$ cat src/rtl/sd_activity_monitor_if.sv
// Bus bundle for sd_activity_monitor: monitored lines, enables and
// mount controls in; activity, virtual-SD select and reset request out.
interface sd_activity_monitor_if #(
  parameter int unsigned CHANNELS    = 2,
  parameter int unsigned SIGS_PER_CH = 2
);
  logic [CHANNELS*SIGS_PER_CH-1:0] mon_sig;
  logic [CHANNELS-1:0]             ch_en;
  logic                            img_mounted;
  logic                            img_size_nz;
  logic                            vsd_sel;
  logic                            reset_img;
  logic [CHANNELS-1:0]             act;
  logic                            act_any;

  modport master (
    output mon_sig, ch_en, img_mounted, img_size_nz,
    input  vsd_sel, reset_img, act, act_any
  );

  modport slave (
    input  mon_sig, ch_en, img_mounted, img_size_nz,
    output vsd_sel, reset_img, act, act_any
  );
endinterface

$ cat src/rtl/sd_activity_monitor.sv
// SD/virtual-SD/flash bus activity monitor with retriggerable per-channel
// activity flags, virtual-SD select latch and post-mount reset stretcher.
// Optional macro SD_ACT_SYNC_EN: adds a 2-flop input synchroniser plus
// post-reset toggle blanking ahead of the edge detector.
module sd_activity_monitor #(
  parameter int unsigned CHANNELS    = 2,
  parameter int unsigned SIGS_PER_CH = 2,
  parameter int unsigned TIMEOUT     = 1000000,
  parameter int unsigned RST_LEN     = 10000000
) (
  input  logic                  clk_sys,
  input  logic                  reset_n,
  sd_activity_monitor_if.slave  bus
);

  localparam int unsigned NS = CHANNELS * SIGS_PER_CH;
  localparam int unsigned CW = $clog2(TIMEOUT + 1);
  localparam int unsigned RW = (RST_LEN > 0) ? $clog2(RST_LEN + 1) : 1;
  localparam logic [CW-1:0] CNT_MAX  = CW'(TIMEOUT);
  localparam logic [RW-1:0] RST_LOAD = RW'(RST_LEN);

  logic [NS-1:0]       sig_in;
  logic [NS-1:0]       old_sig;
  logic                tog_en;
  logic [CHANNELS-1:0] tog;
  logic [CHANNELS-1:0] act;
  logic [CW-1:0]       cnt [CHANNELS];
  logic [RW-1:0]       rst_cnt;
  logic                vsd_q;

`ifdef SD_ACT_SYNC_EN
  logic [NS-1:0] sync1;
  logic [NS-1:0] sync2;
  logic [1:0]    blank;

  // Two-flop synchroniser for every monitored line
  always_ff @(posedge clk_sys) begin
    if (!reset_n) begin
      sync1 <= '0;
      sync2 <= '0;
    end else begin
      sync1 <= bus.mon_sig;
      sync2 <= sync1;
    end
  end

  // Blank toggles until old_sig holds a synchronised pin value; the
  // zero-reset chain needs three edges before old_sig catches up.
  always_ff @(posedge clk_sys) begin
    if (!reset_n)
      blank <= 2'd3;
    else if (blank != 2'd0)
      blank <= blank - 2'd1;
  end

  // Previous-sample register for edge detection
  always_ff @(posedge clk_sys) begin
    if (!reset_n)
      old_sig <= '0;
    else
      old_sig <= sig_in;
  end

  assign sig_in = sync2;
  assign tog_en = (blank == 2'd0);
`else
  // Previous-sample register; loading mon_sig during reset too means no
  // spurious toggle is seen on release
  always_ff @(posedge clk_sys) begin
    old_sig <= bus.mon_sig;
  end

  assign sig_in = bus.mon_sig;
  assign tog_en = 1'b1;
`endif

  // Any line of a channel changing since last cycle counts as a toggle
  always_comb begin
    tog = '0;
    for (int unsigned i = 0; i < CHANNELS; i++)
      tog[i] = tog_en && (|(sig_in[i*SIGS_PER_CH +: SIGS_PER_CH] ^
                            old_sig[i*SIGS_PER_CH +: SIGS_PER_CH]));
  end

  for (genvar g = 0; g < CHANNELS; g++) begin : g_ch
    // Saturating since-last-toggle counter; activity while below TIMEOUT
    always_ff @(posedge clk_sys) begin
      if (!reset_n || !bus.ch_en[g])
        cnt[g] <= CNT_MAX;
      else if (tog[g])
        cnt[g] <= '0;
      else if (cnt[g] < CNT_MAX)
        cnt[g] <= cnt[g] + CW'(1);
    end

    assign act[g] = (cnt[g] != CNT_MAX);
  end

  // Mount handling: latch virtual-SD select and (re)load the reset stretcher
  always_ff @(posedge clk_sys) begin
    if (!reset_n) begin
      rst_cnt <= '0;
      vsd_q   <= 1'b0;
    end else if (bus.img_mounted) begin
      rst_cnt <= RST_LOAD;
      vsd_q   <= bus.img_size_nz;
    end else if (rst_cnt != '0) begin
      rst_cnt <= rst_cnt - RW'(1);
    end
  end

  assign bus.act       = act;
  assign bus.act_any   = |act;
  assign bus.reset_img = (rst_cnt != '0);
  assign bus.vsd_sel   = vsd_q;

endmodule

$ cat src/flat_wrapper.sv
// flat-port wrapper written by rule: the top's interface ports become plain ports
module sd_activity_monitor_flat 
#(
  parameter int unsigned CHANNELS    = 2,
  parameter int unsigned SIGS_PER_CH = 2,
  parameter int unsigned TIMEOUT     = 1000000,
  parameter int unsigned RST_LEN     = 10000000
)
  (clk_sys, reset_n, bus_mon_sig, bus_ch_en, bus_img_mounted, bus_img_size_nz, bus_vsd_sel, bus_reset_img, bus_act, bus_act_any);
  sd_activity_monitor_if #(.CHANNELS(CHANNELS), .SIGS_PER_CH(SIGS_PER_CH)) bus_i ();
  input  logic clk_sys;
  input  logic reset_n;
  input wire logic [$bits(bus_i.mon_sig)-1:0] bus_mon_sig;
  input wire logic [$bits(bus_i.ch_en)-1:0] bus_ch_en;
  input wire logic [$bits(bus_i.img_mounted)-1:0] bus_img_mounted;
  input wire logic [$bits(bus_i.img_size_nz)-1:0] bus_img_size_nz;
  output wire logic [$bits(bus_i.vsd_sel)-1:0] bus_vsd_sel;
  output wire logic [$bits(bus_i.reset_img)-1:0] bus_reset_img;
  output wire logic [$bits(bus_i.act)-1:0] bus_act;
  output wire logic [$bits(bus_i.act_any)-1:0] bus_act_any;
  assign bus_i.mon_sig = bus_mon_sig;
  assign bus_i.ch_en = bus_ch_en;
  assign bus_i.img_mounted = bus_img_mounted;
  assign bus_i.img_size_nz = bus_img_size_nz;
  assign bus_vsd_sel = bus_i.vsd_sel;
  assign bus_reset_img = bus_i.reset_img;
  assign bus_act = bus_i.act;
  assign bus_act_any = bus_i.act_any;
  sd_activity_monitor #(.CHANNELS(CHANNELS), .SIGS_PER_CH(SIGS_PER_CH), .TIMEOUT(TIMEOUT), .RST_LEN(RST_LEN)) u_core (.clk_sys(clk_sys), .reset_n(reset_n), .bus(bus_i));
endmodule
$ cat config.mk
export PLATFORM = sky130hd
export DESIGN_NAME = sd_activity_monitor_flat
export DESIGN_NICKNAME = d
export VERILOG_FILES = /design/src/rtl/sd_activity_monitor_if.sv /design/src/rtl/sd_activity_monitor.sv /design/src/flat_wrapper.sv
export SDC_FILE = /design/constraint.sdc
export NUM_CORES = 1
export LEC_CHECK = 0
export CAP_MARGIN = 0
export CORE_MARGIN = 5
export CORE_UTILIZATION = 50
export CTS_CLUSTER_DIAMETER = 150
export DETAILED_ROUTE_END_ITERATION = 10
export GPL_TIMING_DRIVEN = 0
export PLACE_DENSITY = 0.68
export SKIP_CTS_REPAIR_TIMING = 1
export SLEW_MARGIN = 20
export SYNTH_ARGS = -nofsm -noshare
export SYNTH_HDL_FRONTEND = slang
export SYNTH_SLANG_ARGS = --single-unit
$ cat constraint.sdc
create_clock -name clk_sys -period 3.7 [get_ports clk_sys]
set_input_delay 0.74 -clock clk_sys [delete_from_list [all_inputs] [get_ports clk_sys]]
set_output_delay 0.74 -clock clk_sys [all_outputs]
set_load 0.005 [all_outputs]
==> qor.csv, run 1 <==
stage;metric;value;unit
synth;synth_top_area_frac;0.332;
die;core_area;7140;um^2
finish;multi_input_area;1750;um^2
synth;ys_seq_area_frac;0.492;
pwr;pwr-share-seq;0.522;
run;max-cap-violations;0;
sta;slew_headroom;0.378;
critical_path;worstSetupPathType;reg -> out;
clocking;clockBufferDepth;2;
sta;max_freq;288;MHz
worst_hold_path;hold_path_end;u_core.bus.vsd_sel$_SDFFE_PN0P_;
place;gp_congestion;0.838;
die;num_io_pins;15;
critical_path;timing.rr.start;u_core.rst_cnt[4]$_SDFFE_PP0P_;
synth;post-synth-top-area-cell;edfxtp_1;
critical_path;crit_buf_inv;1;
sta;min_period;3.48;ns
critical_path;cp-end-kind;primary output;
detailed_routing;routed_wl;7030;um
detailed_routing;route.vias.total;2699;
critical_path;rr_endpoint;u_core.rst_cnt[23]$_SDFFE_PN0P_;
die;rows;31;
critical_path;crit_path_start_kind;flip-flop;
finish;layout_commonest_cell;nor2_1;
clocking;cts_buffers;9;
critical_path;slowest_stage;or4b_2;
finish;finalInstanceArea;4070;um^2
pwr;pwr-share-clk;0.346;
critical_path;worstPathCellList;or4b_2 -> nor4_1 -> nand4_1 -> or2_2 -> clkdlybuf4s50_1;
synth;netlist_instances;372;
critical_path;cpLargestDelayFamily;simple AND/OR/NAND/NOR gates;
critical_path;critPathRequiredTime;2.96;ns
critical_path;rrSetupSlack;1.00;ns
sta;min_period_over_period;0.939;
synth;synth_area_leaders;edfxtp_1 (33%), dfxtp_1 (16%), xor2_1 (9.2%);
die;die_area;9050;um^2
synth;yosys_warnings;0;
detailed_routing;wl_per_cell;14.1;um
sta;tns;0;ns
pwr;powerDensity;417;nW/um^2
finish;seqCellArea;1780;um^2
worst_hold_path;hold_depth;2;
place;dpl-instance-area;3890;um^2
grt;antenna_found_initial;0;
die;die_w;95.1;um
sta;rsz0062_at_grt;false;
synth;synth_seq_cells;69;
sta;finalMaxSlewViolations;0;
critical_path;arrival;2.74;ns
pwr;comb_power_share;0.132;
grt;overflow;0;
detailed_routing;vias_per_cell;5.40;
finish;nFillCells;657;
synth;avgSynthCellArea;9.74;um^2
critical_path;max_stage_delay;0.70;ns
sta;finalSetupViolCount;0;
clocking;root_buffer;clkbuf_8;
pwr;internal_power;1.26;mW
synth;syn_nets;388;
synth;synth_cell_types;41;
place;port_buffers;14;
pwr;p_leak;1.40;nW
grt;grt_max_degree;21;
finish;drive_gt1_frac;0.0673;
pwr;power.total;1.70;mW
sta;hold_violations;0;
detailed_routing;drc;0;
die;initial_core_util;0.508;
pwr;irDropWorstVdd;0.256;mV
grt;grt_pass1_wl;12000;um
clocking;cts_tree;yes;
finish;area.growth.synth_to_final;12.4;%
pwr;p_sw;0.438;mW
clocking;htree_levels;3;
critical_path;path_max_fanout;5;
die;dieHeight;95.1;um
outcome;status;finished clean;
clocking;cts.clk_slew.worst_paths;0.07;ns
worst_hold_path;hp-start;u_core.bus.vsd_sel$_SDFFE_PN0P_;
sta;worstMarginPinSlew;0.924;ns
worst_hold_path;hold_class;reg -> reg;
detailed_routing;drt_iter0_markers;100;
grt;grt_pass1_vias;2568;
detailed_routing;ant_nets;0;
critical_path;r2r_cells;7;
synth;syn_area;3620;um^2
sta;skew;0.00934;ns
grt;grtUsageTotal;0.170;
finish;antenna_cells;0;
place;hpwl;4900;um
clocking;insertion_delay;0.33;ns
pwr;swShare;0.258;
sta;hold_slack;0.524;ns
finish;final_nets;412;
clocking;clock_sinks;69;
finish;layout_common_cells;nor2_1 (54), edfxtp_1 (40), xor2_1 (38);
detailed_routing;first_pass_iters;4;
worst max path at each step:
stage,startpoint,cells after the start,end
5_1_grt,u_core.cnt[1][3]$_SDFFCE_PN0P_,5,bus_act_any
6_report,u_core.cnt[1][3]$_SDFFCE_PN0P_,5,bus_act_any
4_1_cts,u_core.rst_cnt[10]$_SDFFE_PN0P_,8,bus_reset_img
2_1_floorplan,u_core.rst_cnt[4]$_SDFFE_PP0P_,6,bus_reset_img
3_3_place_gp,u_core.rst_cnt[10]$_SDFFE_PN0P_,8,bus_reset_img
3_5_place_dp,u_core.rst_cnt[10]$_SDFFE_PN0P_,8,bus_reset_img
tightest hold or removal path, stage by stage (launching register included):
cell	delay [ns]
dfxtp_1	0.33
mux2i_1	0.07
nor2b_1	0.10
layout make-up:
| class | count | area share |
|---|---|---|
| Clock inverter | 4 | 0.0120 |
| Tap cell | 99 | 0.0304 |
| Timing Repair Buffer | 14 | 0.0350 |
| Multi-Input combinational cell | 279 | 0.430 |
| Clock buffer | 12 | 0.0332 |
| Inverter | 10 | 0.00922 |
| Buffer | 13 | 0.0129 |
| Sequential cell | 69 | 0.437 |
sequential cells by signal, indices dropped and copies added, names as in the netlist:
| register | count |
|---|---|
| u_core.cnt | 40 |
| u_core.rst_cnt | 24 |
| u_core.bus.vsd_sel | 1 |
| u_core.old_sig | 4 |
through the flow:
| stage | setup WS, ns | util | std cells |
|---|---|---|---|
| 3_5_place_dp | 0.361 | 0.545 | 485 |
| 5_1_grt | 0.0701 | 0.571 | 500 |
| 3_3_place_gp | 0.376 | 0.545 | 485 |
| 4_1_cts | -0.0242 | 0.570 | 501 |
| 6_report | 0.224 | 0.571 | 500 |
| 2_1_floorplan | 0.960 | - | 372 |
cell usage after synthesis, drive strengths merged:
| library cell | instances |
|---|---|
| nor2 | 54 |
| nand4b | 2 |
| o21bai | 1 |
| nor3 | 12 |
| a21oi | 7 |
| o211ai | 5 |
| nor4b | 1 |
| or4 | 7 |
| nand2b | 3 |
| or4b | 1 |
| nor4 | 10 |
| edfxtp | 40 |
| a21boi | 2 |
| and3 | 4 |
| clkbuf | 14 |
| nand3b | 1 |
| nor3b | 3 |
| inv | 10 |
| a31oi | 1 |
| or3 | 3 |
| o21ba | 1 |
| o31ai | 2 |
| nand2 | 17 |
| nand3 | 19 |
| o21ai | 22 |
| xnor2 | 16 |
| xor2 | 38 |
| ha | 6 |
| a211oi | 2 |
| o21a | 6 |
| and4 | 5 |
| mux2i | 2 |
| or2 | 6 |
| dfxtp | 29 |
| nor2b | 5 |
| o31a | 2 |
| nand4 | 13 |
kinds of logic after synthesis:
kind of cell | count (synthesis) | share of synthesized area
and+or+nand+nor | 166 | 0.239
adders and majority gates | 6 | 0.0207
xor gates and xnor gates | 54 | 0.131
muxes | 2 | 0.00553
AOI/OAI and AO/OA | 51 | 0.0867
DFF | 69 | 0.492
buffers and inverters | 24 | 0.0259
routing by layer:
metal	vias to the layer above	global-route usage	wire length (um)
met1	1282	0.227	3520
met5	-	0	0
li1	1380	-	-
met4	0	0.0589	55
met2	33	0.263	3220
met3	4	0.0505	227
power groups by stage:
stage | Sequential, mW | Combinational, mW | Clock (mW)
after floorplan | 0.893 | 0.168 | 0
after global placement | 0.902 | 0.218 | 0
after detailed placement | 0.903 | 0.224 | 0
after CTS | 0.886 | 0.225 | 0.598
after global routing | 0.892 | 0.254 | 0.647
final | 0.886 | 0.225 | 0.587
Note: power is estimated with default switching activity, not from simulation.
==> inputs of run 2 (changes only) <==
- clock period: 3.7 -> 3.5 ns (I/O delays scaled with it)
==> qor.csv, run 2 (synthesized netlist as in run 1, its figures left out) <==
stage;metric;value;unit
run;max-cap-violations;0;
critical_path;rr_endpoint;u_core.rst_cnt[23]$_SDFFE_PN0P_;
detailed_routing;wl_per_cell;14.1;um
sta;hold_violations;0;
clocking;cts.clk_slew.worst_paths;0.07;ns
critical_path;rrSetupSlack;0.80;ns
critical_path;crit_path_start_kind;flip-flop;
critical_path;timing.rr.start;u_core.rst_cnt[4]$_SDFFE_PP0P_;
critical_path;arrival;2.64;ns
worst_hold_path;hold_path_end;u_core.bus.vsd_sel$_SDFFE_PN0P_;
die;dieHeight;95.1;um
finish;largest_reg_flops;40;
critical_path;critPathRequiredTime;2.80;ns
die;die_area;9050;um^2
detailed_routing;route.vias.total;2723;
grt;antenna_found_initial;0;
clocking;cts_tree;yes;
finish;layout_common_cells;nor2_1 (54), edfxtp_1 (40), xor2_1 (38);
place;hpwl;4900;um
finish;nFillCells;652;
die;num_io_pins;15;
finish;top_regs;u_core.cnt: 40 flops, u_core.rst_cnt: 24 flops, u_core.old_sig: 4 flops;
critical_path;worstSetupPathType;reg -> out;
detailed_routing;drt_iter0_markers;104;
detailed_routing;ant_nets;0;
finish;layout_commonest_cell;nor2_1;
critical_path;max_stage_delay;0.71;ns
finish;largest-register;u_core.cnt;
pwr;p_leak;1.41;nW
finish;area.growth.synth_to_final;13.0;%
outcome;status;finished clean;
critical_path;slowest_stage;or4b_2;
place;place_ws;0.201;ns
grt;grt_pass1_wl;12000;um
finish;drive_gt1_frac;0.0744;
grt;overflow;0;
place;port_buffers;14;
clocking;htree_levels;3;
die;initial_core_util;0.508;
die;die_w;95.1;um
detailed_routing;first_pass_iters;4;
critical_path;crit_buf_inv;1;
place;gp_congestion;0.838;
grt;grt_pass1_vias;2568;
sta;worstMarginPinSlew;0.924;ns
sta;min_period_over_period;0.953;
pwr;irDropWorstVdd;0.271;mV
clocking;clockBufferDepth;2;
finish;final_util;0.574;
critical_path;path_max_fanout;4;
clocking;clock_sinks;69;
pwr;powerDensity;439;nW/um^2
critical_path;cpLargestDelayFamily;simple AND/OR/NAND/NOR gates;
die;rows;31;
worst_hold_path;hp-start;u_core.bus.vsd_sel$_SDFFE_PN0P_;
sta;finalMaxSlewViolations;0;
sta;skew;0.00922;ns
clocking;insertion_delay;0.34;ns
detailed_routing;drc;0;
grt;grt_max_degree;21;
sta;layout_setup_ws;0.164;ns
worst_hold_path;hold_class;reg -> reg;
sta;min_period;3.34;ns
sta;max_freq;300;MHz
worst_hold_path;hold_depth;2;
critical_path;r2r_cells;7;
finish;antenna_cells;0;
grt;grtUsageTotal;0.170;
clocking;cts_buffers;9;
detailed_routing;vias_per_cell;5.42;
sta;slew_headroom;0.378;
detailed_routing;routed_wl;7060;um
critical_path;cp-end-kind;primary output;
die;core_area;7140;um^2
clocking;root_buffer;clkbuf_8;
sta;finalSetupViolCount;0;
critical_path;worstPathCellList;or4b_2 -> nor4_2 -> nand4_1 -> or2_2 -> clkdlybuf4s50_1;
sta;rsz0062_at_grt;false;
finish;final_nets;414;
sta;hold_slack;0.524;ns
## run 2: stage by stage
stage	instance area [um^2]	instances	total power [mW]	TNS (ns)
3_3_place_gp	3890	485	1.18	0
5_1_grt	4090	502	1.90	0
4_1_cts	4070	501	1.81	-0.184
6_report	4090	502	1.80	0
3_5_place_dp	3890	485	1.19	0
2_1_floorplan	3620	372	1.12	0
## run 2: worst max path at each step
stage                                    startpoint       endpoint  cells after the start
floorplan            u_core.rst_cnt[4]$_SDFFE_PP0P_  bus_reset_img                      6
global placement    u_core.rst_cnt[10]$_SDFFE_PN0P_  bus_reset_img                      8
detailed placement  u_core.rst_cnt[10]$_SDFFE_PN0P_  bus_reset_img                      8
CTS                 u_core.rst_cnt[10]$_SDFFE_PN0P_  bus_reset_img                      8
global route         u_core.cnt[1][2]$_SDFFCE_PN0P_    bus_act_any                      5
finish               u_core.cnt[1][3]$_SDFFCE_PN0P_    bus_act_any                      5
## run 2: layer usage
layer | share of wire | track usage | vias up
met2 | 0.46 | 0.263 | 28
met5 | 0 | 0 | -
met1 | 0.50 | 0.227 | 1307
li1 | - | - | 1384
met4 | 0.0078 | 0.0589 | 0
met3 | 0.029 | 0.0505 | 4
## run 2: layout make-up
| class | count | area (um^2) | area share |
|---|---|---|---|
| Buffer | 13 | 52.6 | 0.0128 |
| Clock buffer | 12 | 135 | 0.0330 |
| Tap cell | 99 | 124 | 0.0303 |
| Sequential cell | 69 | 1780 | 0.435 |
| Clock inverter | 4 | 48.8 | 0.0119 |
| Timing Repair Buffer | 16 | 158 | 0.0385 |
| Inverter | 10 | 37.5 | 0.00917 |
| Multi-Input combinational cell | 279 | 1760 | 0.429 |
## run 2: worst min-delay path: stages, from the launching register on
cell and delay, ns:
dfxtp_1 0.33, mux2i_1 0.07, nor2b_1 0.10
## run 2: power by group
part	internal, mW	switching (mW)
Clock	0.329	0.293
Sequential	0.896	0.0415
Combinational	0.109	0.130
Total	1.33	0.465
==> inputs of run 3 (changes only) <==
- CORE_MARGIN: 5 -> default
==> qor.csv, run 3 (synthesized netlist as in run 1, its figures left out) <==
stage;metric;value;unit
outcome;status;finished clean;
clocking;cts_buffers;9;
critical_path;path_max_fanout;5;
sta;min_period_over_period;0.954;
pwr;powerDensity;424;nW/um^2
critical_path;critPathRequiredTime;2.80;ns
clocking;clockBufferDepth;2;
critical_path;arrival;2.64;ns
detailed_routing;drc;0;
finish;final_nets;412;
finish;nFillCells;646;
sta;slew_headroom;0.353;
sta;min_period;3.34;ns
grt;antenna_found_initial;0;
sta;max_freq;300;MHz
run;max-cap-violations;0;
clocking;root_buffer;clkbuf_8;
critical_path;cp-end-kind;primary output;
finish;layout_common_cells;nor2_1 (54), edfxtp_1 (40), xor2_1 (38);
die;core_area;6910;um^2
detailed_routing;vias_per_cell;5.52;
sta;finalMaxSlewViolations;0;
die;die_area;7590;um^2
finish;top_regs;u_core.cnt: 40 flops, u_core.rst_cnt: 24 flops, u_core.old_sig: 4 flops;
critical_path;worstSetupPathType;reg -> out;
die;initial_core_util;0.524;
die;num_io_pins;15;
pwr;p_leak;1.39;nW
sta;finalSetupViolCount;0;
place;dpl-instance-area;3880;um^2
critical_path;cpLargestDelayFamily;simple AND/OR/NAND/NOR gates;
grt;overflow;0;
finish;largest-register;u_core.cnt;
finish;drive_gt1_frac;0.0623;
detailed_routing;wl_per_cell;13.9;um
sta;hold_violations;0;
clocking;clock_sinks;69;
finish;layout_commonest_cell;nor2_1;
clocking;htree_levels;3;
clocking;cts.clk_slew.worst_paths;0.07;ns
sta;rsz0062_at_grt;false;
detailed_routing;routed_wl;6910;um
finish;finalInstanceArea;4040;um^2
sta;worstMarginPinSlew;0.962;ns
place;port_buffers;14;
detailed_routing;drt_iter0_markers;163;
detailed_routing;route.vias.total;2741;
finish;final_util;0.584;
sta;skew;0.00957;ns
finish;area.growth.synth_to_final;11.4;%
place;gp_congestion;0.826;
grt;grt_max_degree;21;
clocking;insertion_delay;0.35;ns
finish;antenna_cells;0;
pwr;irDropWorstVdd;0.242;mV
place;place_ws;0.219;ns
grt;grtUsageTotal;0.203;
place;hpwl;4760;um
detailed_routing;first_pass_iters;4;
detailed_routing;ant_nets;0;
grt;grt_pass1_wl;11800;um
critical_path;crit_buf_inv;1;
sta;tns;0;ns
pwr;power.total;1.71;mW
critical_path;worstPathCellList;or4b_2 -> nor4_1 -> nand4_1 -> or2_2 -> clkdlybuf4s50_1;
die;die_w;87.1;um
clocking;cts_tree;yes;
die;dieHeight;87.1;um
finish;largest_reg_flops;40;
critical_path;crit_path_start_kind;flip-flop;
grt;grt_pass1_vias;2625;
critical_path;slowest_stage;or4b_2;
critical_path;max_stage_delay;0.69;ns
worst_hold_path;hold_class;reg -> reg;
die;rows;30;
sta;layout_setup_ws;0.162;ns
## run 3: cell count changes in the layout (fill, tap and decap cells not counted), sizes merged
cell and change:
buf -2, clkbuf +1, bufinv -1
## run 3: worst reg2reg max path, cell delays in order, from the launching register on
cell	delay [ns]
dfxtp_1	0.30
clkbuf_2	0.15
or4_1	0.62
or4_1	0.43
buf_2	0.18
or4_4	0.52
or3_1	0.31
a21boi_1	0.12
## run 3: worst paths after layout
kind,end,slack (ns),start,cells after the start
worst min-delay path,u_core.rst_cnt[8]$_SDFFE_PP0P_,0.51,u_core.rst_cnt[8]$_SDFFE_PP0P_,2
worst min register to register,u_core.rst_cnt[8]$_SDFFE_PP0P_,0.51,u_core.rst_cnt[8]$_SDFFE_PP0P_,2
worst max-delay path,bus_act_any,0.16,u_core.cnt[1][3]$_SDFFCE_PN0P_,5
worst max register to register,u_core.rst_cnt[23]$_SDFFE_PN0P_,0.82,u_core.rst_cnt[10]$_SDFFE_PN0P_,7
## run 3: power breakdown
group	total (mW)	switching (mW)	internal [mW]
logic	0.234	0.128	0.106
registers	0.937	0.0410	0.896
clock network	0.539	0.284	0.255
total	1.71	0.453	1.26
## run 3: stage by stage
stage / cells / hold WS, ns
detailed placement: 482 / 0.505
global placement: 482 / 0.495
CTS: 498 / 0.515
finish: 497 / 0.513
global route: 497 / 0.534
floorplan: 372 / 0.474
## run 3: area by class of cell
class / count / area (um^2) / share of cell area
clock buffer: 13 / 139 / 0.0344
buffer: 13 / 52.6 / 0.0130
sequential: 69 / 1780 / 0.442
timing repair buffer: 14 / 143 / 0.0353
tap: 96 / 120 / 0.0298
clock inverter: 3 / 15.0 / 0.00372
inverter: 10 / 37.5 / 0.00930
multi-input combinational: 279 / 1750 / 0.433
## run 3: layer usage
layer,GRT usage,vias to the layer above,routed length [um]
met1,0.257,1292,3310
met4,0.109,0,75
met2,0.329,58,3150
met3,0.0408,6,376
li1,-,1385,-
met5,0,-,0
